==> src/rtl/issue_scheduler.sv <==
// -----------------------------------------------------------------------------
// issue_scheduler
//
// Single-issue grant scheduler between the reservation stations and the four
// functional units (int ALU, multiplier, divider, load buffer). At most one
// unit is granted per cycle. The grant also reserves the common data bus (CDB)
// slot in which that unit's result returns, so no two units ever drive the
// CDB in the same cycle. The head of the reservation table drives the CDB
// source select directly from a register.
//
// Build option:
//   ISSUE_RR_EN  defined   -> rotating priority over {int, mult, div, ld_buf}
//                             driven by a 2-bit pointer.
//                undefined -> fixed priority div > mult > ld_buf > int.
//   The slot table and the eligibility rules are the same in both builds.
//
// Parameters:
//   MULT_LAT  issue_mult to multiplier result on the CDB (pipelined unit)
//   DIV_LAT   issue_div to divider result on the CDB; the longest latency
//   LD_LAT    issue_ld_buf to load result on the CDB
//   The int ALU latency is fixed at 1.
//
// Ports:
//   clk           in   rising-edge clock
//   reset         in   synchronous, active-low (0 = reset)
//   ready_int     in   int RS has an instruction ready
//   ready_mult    in   mult RS has an instruction ready
//   ready_div     in   div RS has an instruction ready
//   ready_ld_buf  in   load buffer has an entry ready
//   div_busy      in   divider busy (non-pipelined unit)
//   issue_int     out  grant to int ALU (combinational)
//   issue_mult    out  grant to multiplier (combinational)
//   issue_div     out  grant to divider (combinational)
//   issue_ld_buf  out  grant to load buffer (combinational)
//   cdb_valid     out  a unit owns the CDB this cycle (registered)
//   cdb_sel       out  CDB owner: 0 int, 1 mult, 2 div, 3 ld_buf (registered)
// -----------------------------------------------------------------------------
module issue_scheduler #(
  parameter int MULT_LAT = 4,
  parameter int DIV_LAT  = 6,
  parameter int LD_LAT   = 2
) (
  input  logic       clk,
  input  logic       reset,
  input  logic       ready_int,
  input  logic       ready_mult,
  input  logic       ready_div,
  input  logic       ready_ld_buf,
  input  logic       div_busy,
  output logic       issue_int,
  output logic       issue_mult,
  output logic       issue_div,
  output logic       issue_ld_buf,
  output logic       cdb_valid,
  output logic [1:0] cdb_sel
);

  localparam int INT_LAT = 1;

  // Unit identifiers; also the bit position of each unit in the grant vectors.
  localparam logic [1:0] ID_INT  = 2'd0;
  localparam logic [1:0] ID_MULT = 2'd1;
  localparam logic [1:0] ID_DIV  = 2'd2;
  localparam logic [1:0] ID_LD   = 2'd3;

  // Slot table: entry k describes the CDB owner k cycles from now.
  logic [DIV_LAT:0]       slot_valid_r;
  logic [DIV_LAT:0][1:0]  slot_owner_r;
  logic [DIV_LAT:0]       slot_valid_nxt_s;
  logic [DIV_LAT:0][1:0]  slot_owner_nxt_s;

  // Per-unit eligibility and one-hot grant, indexed by unit id.
  logic [3:0] elig_vec_s;
  logic [3:0] grant_vec_s;
  logic       grant_any_s;
  logic [1:0] grant_id_s;

  // A unit may issue only if the slot its result will land in is still free
  // (entry LAT now becomes entry LAT-1 after this edge's shift). Eligibility
  // is masked by reset so that no grant escapes while the block is in reset.
  assign elig_vec_s[ID_INT]  = reset & ready_int    & ~slot_valid_r[INT_LAT];
  assign elig_vec_s[ID_MULT] = reset & ready_mult   & ~slot_valid_r[MULT_LAT];
  assign elig_vec_s[ID_DIV]  = reset & ready_div    & ~slot_valid_r[DIV_LAT] & ~div_busy;
  assign elig_vec_s[ID_LD]   = reset & ready_ld_buf & ~slot_valid_r[LD_LAT];

`ifdef ISSUE_RR_EN
  // Rotating priority: the first eligible unit at or after the pointer wins.
  logic [1:0] rr_ptr_r;
  logic [1:0] rr_cand_s;
  logic       rr_found_s;

  // Round-robin arbiter over the four eligibility bits.
  always_comb begin
    grant_vec_s = 4'b0000;
    rr_found_s  = 1'b0;
    rr_cand_s   = 2'd0;
    for (int i = 0; i < 4; i++) begin
      rr_cand_s = rr_ptr_r + 2'(i);
      if (!rr_found_s && elig_vec_s[rr_cand_s]) begin
        grant_vec_s[rr_cand_s] = 1'b1;
        rr_found_s             = 1'b1;
      end else begin
        rr_found_s = rr_found_s;
      end
    end
  end

  // Pointer moves just past the granted unit; an idle cycle leaves it alone.
  always_ff @(posedge clk) begin
    if (!reset) begin
      rr_ptr_r <= 2'd0;
    end else if (grant_any_s) begin
      rr_ptr_r <= grant_id_s + 2'd1;
    end else begin
      rr_ptr_r <= rr_ptr_r;
    end
  end
`else
  // Fixed priority, longest latency first: div > mult > ld_buf > int.
  always_comb begin
    grant_vec_s = 4'b0000;
    if (elig_vec_s[ID_DIV]) begin
      grant_vec_s[ID_DIV] = 1'b1;
    end else if (elig_vec_s[ID_MULT]) begin
      grant_vec_s[ID_MULT] = 1'b1;
    end else if (elig_vec_s[ID_LD]) begin
      grant_vec_s[ID_LD] = 1'b1;
    end else if (elig_vec_s[ID_INT]) begin
      grant_vec_s[ID_INT] = 1'b1;
    end else begin
      grant_vec_s = 4'b0000;
    end
  end
`endif

  // Encode the one-hot grant into a unit id.
  always_comb begin
    grant_any_s = |grant_vec_s;
    case (grant_vec_s)
      4'b0001: grant_id_s = ID_INT;
      4'b0010: grant_id_s = ID_MULT;
      4'b0100: grant_id_s = ID_DIV;
      4'b1000: grant_id_s = ID_LD;
      default: grant_id_s = 2'd0;
    endcase
  end

  // Next slot table: shift toward the head, then book the granted unit's slot.
  always_comb begin
    slot_valid_nxt_s = {1'b0, slot_valid_r[DIV_LAT:1]};
    slot_owner_nxt_s = {2'b00, slot_owner_r[DIV_LAT:1]};
    case (grant_vec_s)
      4'b0001: begin
        slot_valid_nxt_s[INT_LAT-1] = 1'b1;
        slot_owner_nxt_s[INT_LAT-1] = ID_INT;
      end
      4'b0010: begin
        slot_valid_nxt_s[MULT_LAT-1] = 1'b1;
        slot_owner_nxt_s[MULT_LAT-1] = ID_MULT;
      end
      4'b0100: begin
        slot_valid_nxt_s[DIV_LAT-1] = 1'b1;
        slot_owner_nxt_s[DIV_LAT-1] = ID_DIV;
      end
      4'b1000: begin
        slot_valid_nxt_s[LD_LAT-1] = 1'b1;
        slot_owner_nxt_s[LD_LAT-1] = ID_LD;
      end
      default: begin
        slot_valid_nxt_s = slot_valid_nxt_s;
      end
    endcase
  end

  // Slot table register; reset drops every outstanding reservation.
  always_ff @(posedge clk) begin
    if (!reset) begin
      slot_valid_r <= '0;
      slot_owner_r <= '0;
    end else begin
      slot_valid_r <= slot_valid_nxt_s;
      slot_owner_r <= slot_owner_nxt_s;
    end
  end

  assign issue_int    = grant_vec_s[ID_INT];
  assign issue_mult   = grant_vec_s[ID_MULT];
  assign issue_div    = grant_vec_s[ID_DIV];
  assign issue_ld_buf = grant_vec_s[ID_LD];

  // Head of the table is the current CDB owner; owner bits are zero when idle.
  assign cdb_valid = slot_valid_r[0];
  assign cdb_sel   = slot_owner_r[0];

endmodule

==> config.mk <==
export PLATFORM = sky130hd
export DESIGN_NAME = issue_scheduler
export DESIGN_NICKNAME = d
export VERILOG_FILES = /design/src/rtl/issue_scheduler.sv
export SDC_FILE = /design/constraint.sdc
export NUM_CORES = 1
export LEC_CHECK = 0
export ABC_AREA = 1
export ABC_CLOCK_PERIOD_IN_PS = 1050
export BUFFER_PORTS_ARGS = -buffer_cell sky130_fd_sc_hd__buf_4
export CAP_MARGIN = 5
export CORE_AREA = 2 2 39 41
export DETAILED_ROUTE_END_ITERATION = 8
export DIE_AREA = 0 0 41 43
export PLACE_DENSITY = 0.6
export SLEW_MARGIN = 20
export SYNTH_ARGS = -nofsm -noshare
export SYNTH_HDL_FRONTEND = slang
export SYNTH_SLANG_ARGS = --single-unit
==> constraint.sdc <==
create_clock -name clk -period 1.05 [get_ports clk]
set_clock_uncertainty 0.1 [all_clocks]
set_input_delay 0.1575 -clock clk [delete_from_list [all_inputs] [get_ports clk]]
set_output_delay 0.1575 -clock clk [all_outputs]
set_load 0.03 [all_outputs]
==> reports/qor.json <==
{
  "power_and_ir_drop": {
    "vdd_drop_max_mv": 0.895,
    "cellInternalPower_uw": 850,
    "seq_power_share": 0.503,
    "p_switching_uw": 265,
    "p_leak_nw": 0.413,
    "p_clk_frac": 0.340,
    "finalPower_mw": 1.11,
    "power.switching_fraction": 0.238,
    "power-per-cell-area_nw_per_um2": 1460,
    "power_frac_comb": 0.157
  },
  "synth": {
    "post_synth_inst_count": 61,
    "ys_warn_count": 0,
    "postSynthNetCount": 68,
    "synthMuxAreaShare": 0,
    "synth_cell_types": 13,
    "synth_compound_gate_area_share": 0.0553,
    "syn_avg_cell_area_um2": 8.16,
    "syn_area_um2": 498,
    "synth_top_family_by_area": "simple AND/OR/NAND/NOR gates",
    "synth.yosys.seq_area_share": 0.563,
    "yosys.area_share.adder": 0,
    "synth-xor-area-share": 0,
    "synthSimpleGateAreaFrac": 0.193,
    "postSynthRegisterBits": 14
  },
  "route": {
    "drt-total-wl_um": 903,
    "wl_per_cell_um": 8.94,
    "route.vias.total": 429,
    "avgViaCountPerCell": 4.25,
    "ant_nets": 0,
    "drt_iter0_drc": 0,
    "detail_route.first_pass.iterations": 1,
    "drc": 0
  },
  "floorplanning": {
    "ios": 14,
    "die_width_um": 41,
    "core-area_um2": 1380,
    "fp.dieArea_um2": 1760,
    "floorplan.initialDensity": 0.360,
    "fp.dieH_um": 43,
    "std_cell_rows": 14
  },
  "timing": {
    "timing_max_transition_violations_final": 0,
    "timing.fmax_mhz": 772,
    "totalNegativeSetupSlack_ns": -1.03,
    "rsz0062_at_grt": "true",
    "whs_ns": 0.0611,
    "postLayoutSetupSlackWorst_ns": -0.245,
    "worst_pin_slew_ns": 0.148,
    "maxSlewHeadroom": 0.901,
    "timing.final.crit_period_ns": 1.30,
    "finalHoldViolations": 0,
    "min_period_over_period": 1.23,
    "timing.final.setup_violations": 5
  },
  "worst_setup_path": {
    "critPathLaunchType": "flip-flop",
    "critPathCaptureType": "output pin",
    "req_time_crit_path_ns": 0.79,
    "timing_worst_setup_path_type": "flip-flop to output pin",
    "reg2regPathDepth": 8,
    "path_max_fanout": 3,
    "data_arrival_at_the_endpoint_of_the_critical_path_ns": 1.04
  },
  "global_route": {
    "grt_antenna_before_repair": 0,
    "gr-total-overflow": 0,
    "grt_util_all_layers": 0.139,
    "grt_max_degree": 9,
    "grt_pass1_vias": 416,
    "grt_pass1_wl_um": 1620
  },
  "cts": {
    "cts_inserted_buffers": 3,
    "cts_max_level": 1,
    "clk_pin_slew_worst_paths_ns": 0.08,
    "clock_insertion_delay_worst_skew_ns": 0.27,
    "cts_tree": "done",
    "maximum_number_of_buffers_from_clock_root_to_sink": 2,
    "clock-sinks": 14,
    "clock-root-buffer": "clkbuf_4"
  },
  "placed_design": {
    "dp_hpwl_um": 641,
    "buffers_added_on_ports": 13,
    "place_ws_ns": -0.0719,
    "routabilityCongestion": 0.655,
    "dp_cells": 92
  },
  "layout": {
    "layout_overhead_on_the_synthesized_area_pct": 53.8,
    "n_antenna_cell": 0,
    "nets": 93,
    "post_route_cells_drive_above_1_share": 0.529,
    "fill_cells": 136,
    "layoutNonFillerInstCount": 101
  },
  "min_path": {
    "number_of_instances_on_the_worst_hold_path": 3,
    "worst_hold_path_type": "input port to flip-flop"
  },
  "outcome": {
    "status": "complete, but fails checks",
    "violations": "setup timing"
  },
  "job": {
    "maxcap_viol_count": 0
  }
}
[Yosys cell counts]
cell type | number | area share
inv_1 | 17 | 0.13
o21bai_1 | 1 | 0.015
buf_6 | 1 | 0.023
nand4_1 | 1 | 0.013
nand3_1 | 2 | 0.020
o21ai_0 | 1 | 0.010
inv_2 | 1 | 0.0075
buf_4 | 2 | 0.030
dfxtp_1 | 14 | 0.56
nand3_2 | 2 | 0.040
a21oi_1 | 3 | 0.030
nand2_1 | 10 | 0.075
nor2_1 | 6 | 0.045
[layout make-up]
cell class / instances / area (um^2) / share of cell area
multi-input cells: 26 / 164 / 0.214
repair buffers: 23 / 195 / 0.255
inverters: 18 / 67.6 / 0.0882
flip-flops and latches: 14 / 283 / 0.369
clock buffers: 4 / 36.3 / 0.0474
well taps: 16 / 20.0 / 0.0261
[registers in the layout, summed over array words and instances, names as in the netlist]
| register | cells |
|---|---|
| slot_owner_nxt_s | 2 |
| slot_owner_r | 4 |
| slot_valid_r | 6 |
| cdb_sel | 2 |
[worst paths after layout]
path                    from              end  slack [ns]
min                    reset  slot_valid_r[0]        0.06
min reg2reg  slot_owner_r[3]       cdb_sel[1]        0.31
max          slot_valid_r[4]        issue_int       -0.25
max reg2reg  slot_valid_r[1]       cdb_sel[1]       -0.19
[through the flow]
step	utilization	cell area, um^2
detailed placement	0.458	634
finish	0.553	766
floorplan	-	505
global placement	0.458	634
global route	0.553	766
CTS	0.560	774
[critical path, stage by stage (launching register included)]
cell,delay (ns)
dfxtp_2,0.34
inv_2,0.04
nand3_2,0.07
nand2_2,0.09
nor2_4,0.11
buf_6,0.13
[power groups by stage]
| stage | Combinational, mW | Sequential, mW | Clock [mW] |
|---|---|---|---|
| floorplan | 0.0755 | 0.575 | 0 |
| global placement | 0.132 | 0.570 | 0 |
| detailed placement | 0.134 | 0.570 | 0 |
| CTS | 0.180 | 0.560 | 0.388 |
| global route | 0.194 | 0.563 | 0.420 |
| finish | 0.175 | 0.560 | 0.379 |
[routing by layer]
metal / wire length (um) / track usage / vias up
li1: - / - / 223
met1: 340 / 0.151 / 195
met2: 516 / 0.231 / 11
met3: 46 / 0.0628 / 0
met4: 0 / 0.0400 / 0
met5: 0 / 0 / -
[what timing repair did]
action | CTS | global route
resized for setup | 19 | 4
setup endpoints to repair | 5 | 12
setup buffers | 8 | 0
hold buffers | 0 | 0
pin swaps | 6 | 1
[layout by cell type (no fill, tap or decap), drive strengths merged]
| master | netlist | layout |
|---|---|---|
| buf | 3 | 23 |
| inv | 18 | 18 |
| dfxtp | 14 | 14 |
| nand2 | 10 | 10 |
| nor2 | 6 | 6 |
| nand3 | 4 | 4 |
| clkbuf | 0 | 4 |
| a21oi | 3 | 3 |
| nand4 | 1 | 1 |
| o21bai | 1 | 1 |
| o21ai | 1 | 1 |
[cells by family (layout without fill, tap and decap cells)]
kind of cell / count (synthesis) / count (layout)
AO/OA/AOI/OAI: 5 / 5
buffers and inverters: 21 / 45
flip-flops: 14 / 14
AND/OR/NAND/NOR: 21 / 21
(Power assumes the default switching activity.)
